[src/rtl/memory_game_ctrl.sv]
// memory_game_ctrl: sequencer for a 4x4 memory-card board.
// It owns the selection cursor, the face-up and matched card masks, the
// two-card compare with timed hide-back, the pair and attempt counters,
// and the win condition.
// Optional build macro ATTEMPT_LIMIT_EN enables a LOSE state. It is entered
// on a mismatch once attempts reaches MAX_ATTEMPTS, and it reveals the
// whole board.
module memory_game_ctrl #(
   parameter int SHOW_CYCLES  = 25000000,
   parameter int MAX_ATTEMPTS = 20
) (
   input  logic        clk,
   input  logic        reset,
   input  logic        start,
   input  logic        btn_up,
   input  logic        btn_down,
   input  logic        btn_left,
   input  logic        btn_right,
   input  logic        btn_sel,
   input  logic [47:0] board_ids,
   output logic [3:0]  cursor,
   output logic [15:0] face_up,
   output logic [15:0] matched,
   output logic [3:0]  pairs_found,
   output logic [7:0]  attempts,
   output logic [2:0]  state,
   output logic        win,
   output logic        lose
);

   localparam int TW = $clog2(SHOW_CYCLES + 1);
   localparam logic [TW-1:0] SHOW_LOAD = TW'(SHOW_CYCLES - 1);

   typedef enum logic [2:0] {
      PICK1 = 3'd0,
      PICK2 = 3'd1,
      CHECK = 3'd2,
      SHOW  = 3'd3,
      WIN   = 3'd4,
      LOSE  = 3'd5
   } state_t;

   state_t        st;
   logic [TW-1:0] timer;
   logic [3:0]    first;
   logic [3:0]    second;
   logic [1:0]    row;
   logic [1:0]    col;
   logic [3:0]    cursor_nxt;
   logic          ids_equal;

   // Pair ID of card p, packed 3 bits per position.
   function automatic logic [2:0] card_id(input logic [47:0] ids, input logic [3:0] p);
      card_id = ids[3*p +: 3];
   endfunction

   assign state     = st;
   assign ids_equal = (card_id(board_ids, first) == card_id(board_ids, second));

   // Next cursor position from the direction buttons.
   // Row and column are 2-bit fields, so they wrap on their own.
   always_comb begin
      row = cursor[3:2];
      col = cursor[1:0];
      if (btn_up)
         row = row - 2'd1;
      else if (btn_down)
         row = row + 2'd1;
      else if (btn_left)
         col = col - 2'd1;
      else if (btn_right)
         col = col + 2'd1;
      cursor_nxt = {row, col};
   end

`ifdef ATTEMPT_LIMIT_EN
   localparam logic [8:0] MAX_A = 9'(MAX_ATTEMPTS);
`else
   assign lose = 1'b0;
`endif

   // Game FSM with all outputs registered. start restarts the game from
   // any state and takes priority over the buttons.
   always_ff @(posedge clk or posedge reset) begin
      if (reset) begin
         st          <= PICK1;
         cursor      <= 4'd0;
         face_up     <= 16'd0;
         matched     <= 16'd0;
         pairs_found <= 4'd0;
         attempts    <= 8'd0;
         win         <= 1'b0;
         timer       <= '0;
         first       <= 4'd0;
         second      <= 4'd0;
`ifdef ATTEMPT_LIMIT_EN
         lose        <= 1'b0;
`endif
      end else if (start) begin
         st          <= PICK1;
         cursor      <= 4'd0;
         face_up     <= 16'd0;
         matched     <= 16'd0;
         pairs_found <= 4'd0;
         attempts    <= 8'd0;
         win         <= 1'b0;
         timer       <= '0;
         first       <= 4'd0;
         second      <= 4'd0;
`ifdef ATTEMPT_LIMIT_EN
         lose        <= 1'b0;
`endif
      end else begin
         case (st)
            PICK1: begin
               if (btn_sel) begin
                  if (!face_up[cursor]) begin
                     face_up[cursor] <= 1'b1;
                     first           <= cursor;
                     st              <= PICK2;
                  end
               end else begin
                  cursor <= cursor_nxt;
               end
            end
            PICK2: begin
               if (btn_sel) begin
                  if (!face_up[cursor]) begin
                     face_up[cursor] <= 1'b1;
                     second          <= cursor;
                     if (attempts != 8'hFF)
                        attempts <= attempts + 8'd1;
                     st <= CHECK;
                  end
               end else begin
                  cursor <= cursor_nxt;
               end
            end
            CHECK: begin
               if (ids_equal) begin
                  matched[first]  <= 1'b1;
                  matched[second] <= 1'b1;
                  pairs_found     <= pairs_found + 4'd1;
                  if (pairs_found == 4'd7) begin
                     win <= 1'b1;
                     st  <= WIN;
                  end else begin
                     st <= PICK1;
                  end
               end else begin
`ifdef ATTEMPT_LIMIT_EN
                  if ({1'b0, attempts} >= MAX_A) begin
                     lose    <= 1'b1;
                     face_up <= 16'hFFFF;
                     st      <= LOSE;
                  end else begin
                     timer <= SHOW_LOAD;
                     st    <= SHOW;
                  end
`else
                  timer <= SHOW_LOAD;
                  st    <= SHOW;
`endif
               end
            end
            SHOW: begin
               if (timer == '0) begin
                  face_up[first]  <= 1'b0;
                  face_up[second] <= 1'b0;
                  st              <= PICK1;
               end else begin
                  timer <= timer - 1'b1;
               end
            end
            WIN, LOSE: begin
               st <= st;
            end
            default: begin
               st <= PICK1;
            end
         endcase
      end
   end

endmodule

[config.mk]
export PLATFORM = sky130hd
export DESIGN_NAME = memory_game_ctrl
export DESIGN_NICKNAME = d
export VERILOG_FILES = /design/src/rtl/memory_game_ctrl.sv
export SDC_FILE = /design/constraint.sdc
export NUM_CORES = 1
export LEC_CHECK = 0
export CAP_MARGIN = 20
export CORE_MARGIN = 3
export CORE_UTILIZATION = 34
export DETAILED_ROUTE_END_ITERATION = 6
export DONT_BUFFER_PORTS = 1
export PLACE_DENSITY = 0.47
export REMOVE_ABC_BUFFERS = 1
export SYNTH_ARGS = -nofsm -noshare
export SYNTH_HDL_FRONTEND = slang
export SYNTH_SLANG_ARGS = --single-unit
[constraint.sdc]
create_clock -name clk -period 4.77 [get_ports clk]
set_clock_uncertainty 0.15 [all_clocks]
set_input_delay 0.477 -clock clk [delete_from_list [all_inputs] [get_ports clk]]
set_output_delay 0.477 -clock clk [all_outputs]
set_load 0.01 [all_outputs]
**Yosys cells after proc, flatten, opt, wreduce, memory -nomap -nowiden**

Index checks and enable logic that the tools add are counted.

- Flip-flop bits (word level): 85
- Output and inout port bits: 53

- Add/subtract/negate cells: 7
- $mul: 2
- Magnitude comparators: 6
- Equal/unequal tests: 22
- Shift-type cells: 2
- Mux-type cells: 56
- Bitwise gates (word level): 7
- Reductions and logical operators: 29

Operators by type and width:

| cell | number |
|---|---|
| two-way mux 16 bit | 7 |
| indexed part select 48 x 7 -> 3 bit | 2 |
| two-way mux 25 bit | 3 |
| one-hot mux 25 bit (2 select lines) | 1 |
| two-way mux 4 bit | 12 |
| bitwise OR 16 bit | 3 |
| two-way mux 8 bit | 5 |
| bitwise AND 16 bit | 2 |
| inverter 16 bit | 2 |
| one-hot mux 16 bit (2 select lines) | 1 |
| logical NOT 25 bit | 1 |
| subtractor 25 x 1 -> 25 bit (second input constant) | 1 |
| two-way mux 3 bit | 8 |
| inequality test 3 bit (second input constant) | 8 |
| nonzero test 2 bit | 8 |
| less-than comparator 4 x 5 -> 1 bit (second input constant) | 3 |
| one-hot mux 3 bit (5 select lines) | 1 |
| AND reduction 3 bit | 5 |
| demux 1 bit (select 4 bit) | 3 |
| greater-or-equal comparator 4 x 1 -> 1 bit (second input constant) | 3 |
| multiplier 2 x 4 -> 6 bit (first input constant) | 2 |
| two-way mux 2 bit | 6 |
| nonzero test 3 bit | 4 |
| inequality test 2 bit (second input constant) | 5 |
| other kinds (20) | 35 |

**Longest topological paths before layout**

Gate-level depths: netlist (run 1).

- Word-level depth: 10
- Depth in mapped cells: 10
- Mapped depth without buffers: 9

**Worst setup path after synthesis (run 1)**

Ideal clock, no wire load.

- Path type: reg-to-reg
- Start point: register second[0]
- End point: register timer[10]
- Library setup time: 150 ps
- Arrival time: 2,362 ps
- Data required time: 4,470 ps
- Path slack: 2,108 ps
- Cell stages (with the launch flop): 11
- Clock period less this slack: 2,662 ps
- Cell sequence: dfrtp_1 -> buf_2 -> buf_4 -> mux4_2 -> nand3_1 -> nand3_1 -> xnor2_1 -> and3_1 -> buf_2 -> a21oi_1 -> a211oi_1

- Cells in the longest elaborated chain, start to end: 5

Ends and longest elaborated chain:

| item | RTL line | RTL |
|---|---|---|
| start: declaration | 46 | `logic [3:0] second;` |
| start signal: assignment | 130 | `second <= cursor;` |
| multiplier 2 x 4 -> 6 bit | 54 | `card_id = ids[3*p +: 3];` |
| indexed part select 48 x 7 -> 3 bit | 54 |  |
| == test 3 bit | 58 | `assign ids_equal = (card_id(board_ids, first) == card_id(board_ids, second));` |
| inequality test 3 bit (no line) | n/a |  |
| AND reduction 3 bit (no line) | n/a |  |
| end signal: assignment | 172 | `timer <= timer - 1'b1;` |
| end: declaration | 44 | `logic [TW-1:0] timer;` |

Every way passes these cells.
A chain may end at the register's enable or synchronous reset.

**Worst setup path after layout (run 1)**

- Start point: register first[0]
- End point: register pairs_found[1]

- Cells in the longest elaborated chain, start to end: 5

Ends and longest elaborated chain:

| item | RTL line | RTL |
|---|---|---|
| start: declaration | 45 | `logic [3:0] first;` |
| start signal: assignment | 119 | `first <= cursor;` |
| multiplier 2 x 4 -> 6 bit | 54 |  |
| indexed part select 48 x 7 -> 3 bit | 54 |  |
| == test 3 bit | 58 |  |
| nonzero test 2 bit (no line) | n/a |  |
| AND reduction 2 bit (no line) | n/a |  |
| end signal: assignment | 143 | `pairs_found <= pairs_found + 4'd1;` |
| end: declaration | 24 | `output logic [3:0] pairs_found,` |

Every way passes these cells.

==> impl_summary.txt, run 1 <==
----------------------------------------------------
[Clock tree]
  Clock buffers created by TritonCTS ... 9
  Source-to-sink clock delay at the later pin of the worst-skew pair ... 0.36 ns
  Clock transition time at the flip-flop clock pins of the worst setup and hold paths ... 0.07 ns
  Clock net sink count ... 85
  Clock tree from TritonCTS ... built
  Clock tree root buffer cell ... sky130_fd_sc_hd__clkbuf_16
  Buffer levels on the longest clock path ... 2
  CTS H-tree depth ... 3
  Resized cells post-CTS ... 0

[Worst hold path]
  Path category of the worst min-delay check ... input pin to register

[Floorplanning]
  Core area ... between 15000 and 20000 um2
  Die extent in x ... around 130 um
  Die area ... about 17000 um2
  DIE HEIGHT ... 131.3 um
  Initial Util ... approximately a third
  I/O pin total ... ~110
  Standard-cell row count ... 45

[Global route]
  Total global routing track utilization ... 18.98%
  Initial antenna violation count ... 0
  Overflow left after global routing ... 0
  Number of global-route vias before repair ... roughly 4700
  Global-route wire length before repair ... 26150 um
  Pin count of the biggest net entering global routing ... slightly below 90

[STA]
  Count of pins over their slew limit ... 0
  Time the final worst path needs with I/O delays and setup ... between 3 and 4 ns
  Unrepaired setup endpoints after global routing ... no
  Final Hold Fails ... 0
  Worst slew margin relative to its limit ... 42.23%
  Highest Clock Rate ... around 290 MHz
  Final-layout setup total negative slack ... 0 ns
  Setup-violating endpoint count in the final report ... 0
  Slew @ Worst Pin ... slightly below 0.9 ns
  Ratio of final minimum period to clock period ... approximately three quarters

[Yosys]
  Yosys cell types ... 53
  Yosys warning count ... 0
  Primary FF master, synth ... sky130_fd_sc_hd__dfrtp_1
  Sequential cell area fraction in the yosys report ... between 30% and 40%
  Synthesized netlist cell count ... ~570
  Number of synthesized register bits ... 85
  Number of enable-type register cells in the synthesized netlist ... 0
  FFs w/ async S/R, synth ... between 90% and 100%
  Cell area after technology mapping ... ~5300 um2
  Syn_area_per_cell ... 9.399 um2

[Setup path]
  Critical path peak fanout ... 20
  Signal arrival time at the worst endpoint ... ~3.6 ns
  Category of the most critical setup path ... register to register
  Category of the worst setup path launch point ... register
  Critical path required time ... between 4 and 5 ns
  Critical Path End Type ... register

[Routing]
  Vias post-DR ... 4541
  Wire length after detailed routing ... between 15000 and 20000 um
  Per-cell routed wire length ... 21.15 um
  Number of design rule violations left after detail routing ... 0
  Detailed-routing iteration count for the pre-antenna-repair pass ... 5
  Antenna Violating Nets Remaining ... 0
  Via-to-Cell Ratio ... between 5 and 6
  Iteration-0 DRC Markers ... a little under 300

[Layout]
  Net count, final ... 603
  Fillers ... ~1600
  Storage element area ... between 2000 and 2500 um2
  Diodes inserted ... 0
  Share of cells above drive strength 1 ... 10.95%
  Relative area change from synthesis to final layout ... 8.062%
  Area occupied by multi-input gates ... 2983 um2

[Pwr]
  Part of the power in registers ... around 37%
  Post-route total power ... 2.430 mW
  Power per cell area ... ~420 nW/um2
  Worst voltage drop across the vdd grid ... roughly 0.19 mV
  Clock group share of total power ... between 30 and 40%
  Gate power share ... 32.3%
  Switch Pwr ... 0.9587 mW
  Reported leakage power ... roughly 2.3 nW
  Switching share of power ... between 30 and 40%
  Internal power contribution ... approximately 1.5 mW

[Status]
  Result of the run ... finished clean

[Flow run]
  Maximum capacitance violations ... 0

[Placement]
  Routability congestion estimate ... between 0.8 and 0.9
  Half-perimeter wire length after detailed placement ... ~11000 um
  Number of input and output port buffers inserted ... 0

----------------------------------------------------
## metrics by stage
stage	utilization, %	cells	setup WS [ns]	cell area [um2]	hold WS (ns)
global placement	35.74	742	1.278	5454	0.3393
CTS	37.81	759	1.227	5769	0.03284
finish	37.81	759	1.274	5769	0.03821
floorplan	-	526	1.722	5151	0.3063
detailed placement	35.74	742	1.240	5454	0.3317
global route	37.81	759	0.9651	5769	0.02537
## routing by layer
| metal | GRT usage, % | up-vias | share of wire, % | wire, um |
|---|---|---|---|---|
| li1 | - | 2087 | - | - |
| met1 | 23.89 | 2255 | 42 | 6691 |
| met2 | 30.53 | 169 | 48 | 7779 |
| met3 | 6.738 | 30 | 7.7 | 1229 |
| met4 | 6.359 | 0 | 2.2 | 351 |
| met5 | 0 | - | 0 | 0 |
## cells in the mapped netlist, drive strengths merged, types with 5 or more instances
library cell  instances  share of area (%)
dfrtp                85                 40
a31oi                 9                1.1
a22oi                 6               0.84
buf                  15                1.6
a311oi                6               0.98
mux2i                12                2.2
nor2                 72                5.1
or2                   6               0.70
nand3                30                2.8
nand4                 5               0.59
o21ai                20                1.9
and3                  7               0.84
o31ai                 6               0.84
nor2b                10                1.2
nand2                31                2.2
o22ai                16                1.9
a21oi                52                4.9
nand2b               12                1.4
xor2                  7                1.1
a211oi               10                1.4
mux4                 29                 12
inv                  11               0.77
nor3                 21                2.0
clkbuf               27                1.9
nor4                 13                1.6
xnor2                 6               0.98
## cell usage in the layout (no fill, tap or decap), types with 12 or more instances in the layout
cell,Yosys,final
sky130_fd_sc_hd__nor2_1,72,72
sky130_fd_sc_hd__o22ai_1,16,16
sky130_fd_sc_hd__a21oi_1,52,52
sky130_fd_sc_hd__nand2b_1,12,12
sky130_fd_sc_hd__nor3_1,21,21
sky130_fd_sc_hd__o21ai_0,20,20
sky130_fd_sc_hd__nor4_1,12,12
sky130_fd_sc_hd__mux4_2,29,29
sky130_fd_sc_hd__nand2_1,31,31
sky130_fd_sc_hd__nand3_1,30,30
sky130_fd_sc_hd__dfrtp_1,85,85
sky130_fd_sc_hd__mux2i_1,12,12
## final cells by class
type                            count  share of cell area, %
Clock buffer                        9                  3.904
Clock inverter                      7                  1.388
Inverter                           11                 0.7374
Multi-Input combinational cell    430                  51.70
Sequential cell                    85                  36.87
Tap cell                          211                  4.576
Timing Repair Buffer                6                 0.8241
## power groups by stage
stage / combinational, mW / clock, mW / sequential, mW
5_1_grt: 0.883 / 0.797 / 0.916
4_1_cts: 0.784 / 0.766 / 0.901
6_report: 0.786 / 0.741 / 0.903
3_3_place_gp: 0.777 / 0 / 0.913
3_5_place_dp: 0.782 / 0 / 0.913
2_1_floorplan: 0.567 / 0 / 0.878
## critical path, stage by stage, from the launching register on
cell and delay (ns):
sky130_fd_sc_hd__dfrtp_1 0.90, sky130_fd_sc_hd__mux4_2 0.60, sky130_fd_sc_hd__a22oi_1 0.23, sky130_fd_sc_hd__nand3_1 0.13, sky130_fd_sc_hd__xnor2_1 0.25, sky130_fd_sc_hd__and4_1 0.81
sky130_fd_sc_hd__mux2i_1 0.26, sky130_fd_sc_hd__nor2_1 0.05
## cell families (layout without fill, tap and decap cells)
kind of cell	after synthesis	after routing	synth area share, %
DFF	85	85	39.84
muxes	42	42	14.69
AOI/OAI and AO/OA	150	150	17.83
buffers and inverters	53	33	4.289
and+or+nand+nor	220	220	20.20
adders and majority gates	4	4	0.9375
xor gates and xnor gates	13	13	2.133
other	1	1	0.07024
## path summary, 6_finish.rpt
| path | from | to | slack (ns) | cells after the start |
|---|---|---|---|---|
| setup / recovery | first[0] | pairs_found[1] | 1.27 | 7 |
| hold / removal | start | matched[13] | 0.04 | 1 |
| setup reg to reg | first[0] | pairs_found[1] | 1.27 | 7 |
| hold reg to reg | timer[24] | timer[24] | 0.34 | 1 |
| max in group asynchronous | reset | timer[10] | 2.86 | 3 |
| min in group asynchronous | reset | timer[22] | 0.52 | 2 |
## flip-flops by register name (all words and copies together) (netlist names)
signal and count:
state 3, pairs_found 4, timer 25, first 4
face_up 16, attempts 8, second 4, cursor 4
matched 16, win 1
## timing repair
item | CTS | global route
hold buffers | 1 | 0
hold endpoints to repair | 37 | 0
setup buffers | 0 | 0
Power figures use the tool's default switching activity.
==> run 2: changes to the inputs <==
--- a/config.mk
+++ b/config.mk
@@ -10,7 +10,7 @@
 export CORE_UTILIZATION = 34
 export DETAILED_ROUTE_END_ITERATION = 6
 export DONT_BUFFER_PORTS = 1
-export PLACE_DENSITY = 0.47
+export PLACE_DENSITY = 0.49
 export REMOVE_ABC_BUFFERS = 1
 export SYNTH_ARGS = -nofsm -noshare
 export SYNTH_HDL_FRONTEND = slang
==> constraint.sdc (replaced) <==
create_clock -name clk -period 2.9 [get_ports clk]
set_clock_uncertainty 0.15 [all_clocks]
set_input_delay 0.29 -clock clk [delete_from_list [all_inputs] [get_ports clk]]
set_output_delay 0.29 -clock clk [all_outputs]
set_load 0.01 [all_outputs]
==> run 2 against run 1 <==
  * Combinational power increased by 100%
  * Routed wire length grew 1.1%
  * Global-route usage grew 0.36 points
  * Worst setup slack got worse by 1.1 ns
  * Sequential power rose by 58%
  * Highest routed layer unchanged
==> impl_summary.txt, run 2 (synthesis results as in run 1) <==
----------------------------------------------------
[Routing]
  Number of design rule violations left after detail routing ... 0 (unchanged)
  Amount of wire on met2 after detailed routing ... 7920 um (+1.8%)
  Vias post-DR ... 4641 (+2.2%)
  Iteration-0 DRC Markers ... 275 (-7.1%)
  Antenna Violating Nets Remaining ... 0 (unchanged)
  Wire length after detailed routing ... 16230 um (+1.1%)
  Met3 Wirelength ... 1217 um (-0.98%)
  Via-to-Cell Ratio ... 5.780 (-3.4%)
  WL met1 ... 6827 um (+2.0%)
  Top routing layer used ... met4
  Per-cell routed wire length ... 20.21 um (-4.4%)
  Detailed-routing iteration count for the pre-antenna-repair pass ... 5 (unchanged)

[Layout]
  Storage element area ... 2132 um2 (+0.24%)
  Area occupied by multi-input gates ... 3018 um2 (+1.2%)
  Max FFs per register ... 25 (unchanged)
  Relative area change from synthesis to final layout ... 16.36%
  Most frequent cells in the layout ... 81 x sky130_fd_sc_hd__dfrtp_1, 72 x sky130_fd_sc_hd__nor2_1, 52 x sky130_fd_sc_hd__a21oi_1
  Register name with the most flops ... timer
  Diodes inserted ... 0 (unchanged)
  Fillers ... 1535 (-1.4%)
  Most frequent standard cell in the layout excluding fill and tap cells ... sky130_fd_sc_hd__dfrtp_1
  Share of cells above drive strength 1 ... 19.59% (+8.6 points)
  Utilization after layout ... 40.71% (+2.9 points)
  Largest registers ranked by flip-flop count ... timer: 25 flops, face_up: 16 flops, matched: 16 flops
  Net count, final ... 647 (+7.3%)

[Setup path]
  Endpoint of the worst register-to-register path ... face_up[15]
  Capturing instance or port of the critical path ... face_up[15]
  Source of the critical timing path ... cursor[0]
  Flop-to-flop setup slack ... 0.15 ns (-1.13 ns)
  Critical path required time ... 2.99 ns (-1.88 ns)
  Cells on worst reg2reg path ... 7 (unchanged)
  Critical path peak fanout ... 7 (-65%)
  Category of the worst setup path launch point ... register
  Reg2Reg Launch Point ... cursor[0]
  Critical Path End Type ... register
  Signal arrival time at the worst endpoint ... 2.85 ns (-0.74 ns)
  Category of the most critical setup path ... register to register

[Pwr]
  Reported leakage power ... 2.570 nW (+10%)
  Power per cell area ... 678.5 nW/um2 (+61%)
  Worst voltage drop across the vdd grid ... 0.3448 mV (+85%)

[Global route]
  Overflow left after global routing ... 0 (unchanged)
  Pin count of the biggest net entering global routing ... 62 (-30%)
  Global-route wire length before repair ... 26790 um (+2.4%)
  Initial antenna violation count ... 0 (unchanged)
  Total global routing track utilization ... 19.34% (+0.36 points)
  Number of global-route vias before repair ... 4736 (+1.8%)

[Clock tree]
  Clock tree root buffer cell ... sky130_fd_sc_hd__clkbuf_16
  Clock tree from TritonCTS ... built
  Clock buffers created by TritonCTS ... 9 (unchanged)
  Clock transition time at the flip-flop clock pins of the worst setup and hold paths ... 0.06 ns (about the same)
  Buffer levels on the longest clock path ... 2 (unchanged)
  CTS H-tree depth ... 3 (unchanged)
  Source-to-sink clock delay at the later pin of the worst-skew pair ... 0.35 ns (about the same)
  Clock net sink count ... 85 (unchanged)

[Floorplanning]
  Standard-cell row count ... 45 (unchanged)
  DIE HEIGHT ... 131.3 um (unchanged)
  Core area ... 15260 um2 (unchanged)
  Initial Util ... 34.99% (unchanged)
  Die area ... 17240 um2 (unchanged)
  I/O pin total ... 109 (unchanged)
  Die extent in x ... 131.3 um (unchanged)

[STA]
  Slew @ Worst Pin ... 0.5575 ns (-0.3090 ns)
  Worst slew margin relative to its limit ... 62.79% (+21 points)
  Setup-violating endpoint count in the final report ... 0 (unchanged)
  Highest Clock Rate ... 363.3 MHz (+27%)
  Hold_ws ... 0.002407 ns (-0.03580 ns)
  Worst-case setup margin in the final layout ... 0.1474 ns (-1.127 ns)
  Count of pins over their slew limit ... 0 (unchanged)
  Final Hold Fails ... 0 (unchanged)
  Time the final worst path needs with I/O delays and setup ... 2.753 ns (-0.7432 ns)
  Ratio of final minimum period to clock period ... 94.92% (+22 points)
  Unrepaired setup endpoints after global routing ... yes

[Flow run]
  Maximum capacitance violations ... 0 (unchanged)

[Worst hold path]
  Path category of the worst min-delay check ... input pin to register
  Number of cells on the worst hold path ... 3 (+2)

[Status]
  Result of the run ... finished clean

[Placement]
  Number of input and output port buffers inserted ... 0 (unchanged)
  Half-perimeter wire length after detailed placement ... 11840 um (+3.4%)
  Post-place setup slack ... -0.02525 ns (-1.265 ns)
  Routability congestion estimate ... 0.8680 (-2.5%)

----------------------------------------------------
-- run 2: cell count changes in the layout (fill, tap and decap cells not counted), sizes merged --
cell      delta
inv          -3
clkinv       +2
buf         +44
clkinvlp     +1
-- run 2: stage by stage --
step | total power, mW | cell area, um2 | TNS [ns] | cells
floorplan | 2.378 | 5151 | -0.5516 | 526
global placement | 3.020 | 5806 | 0 | 783
detailed placement | 3.026 | 5806 | -0.08660 | 783
CTS | 4.251 | 6148 | 0 | 801
global route | 4.506 | 6212 | -0.01738 | 803
finish | 4.215 | 6212 | 0 | 803
-- run 2: what timing repair did --
action / CTS / global route
setup endpoints to repair: 12 / 20
endpoints found under the hold margin: 90 / 0
buffers inserted: 0 / 2
pin swaps: 0 / 2
resized for setup: 3 / 10
hold buffers: 2 / 0
-- run 2: area by class of cell --
| type | count | area share [%] |
|---|---|---|
| Multi-Input combinational cell | 430 | 48.58 |
| Sequential cell | 85 | 34.32 |
| Timing Repair Buffer | 50 | 7.331 |
| Tap cell | 211 | 4.250 |
| Clock buffer | 9 | 3.625 |
| Clock inverter | 7 | 1.208 |
| Inverter | 11 | 0.6848 |
-- run 2: critical path: stages (launching register included) --
cell                       delay, ns
sky130_fd_sc_hd__dfrtp_2        0.46
sky130_fd_sc_hd__mux4_2         0.53
sky130_fd_sc_hd__mux4_2         0.48
sky130_fd_sc_hd__and3b_2        0.32
sky130_fd_sc_hd__a21o_1         0.12
sky130_fd_sc_hd__and3_2         0.23
sky130_fd_sc_hd__a31oi_1        0.09
sky130_fd_sc_hd__a311oi_1       0.27
-- run 2: report_power, final --
part / switching (mW) / internal, mW
logic: 0.938 / 0.672
clock network: 0.506 / 0.670
registers: 0.144 / 1.29
total: 1.59 / 2.63
-- run 2: worst min-delay path by stage --
stage | startpoint | endpoint
3_3_place_gp | reset | attempts[5]
5_1_grt | start | face_up[7]
4_1_cts | start | timer[19]
3_5_place_dp | reset | attempts[5]
6_report | start | face_up[7]
2_1_floorplan | start | cursor[1]
-- run 2: layer usage --
metal | vias to the layer above | track usage [%]
li1 | 2165 | -
met1 | 2306 | 25.21
met2 | 150 | 31.28
met3 | 20 | 6.623
met4 | 0 | 4.492
met5 | - | 0
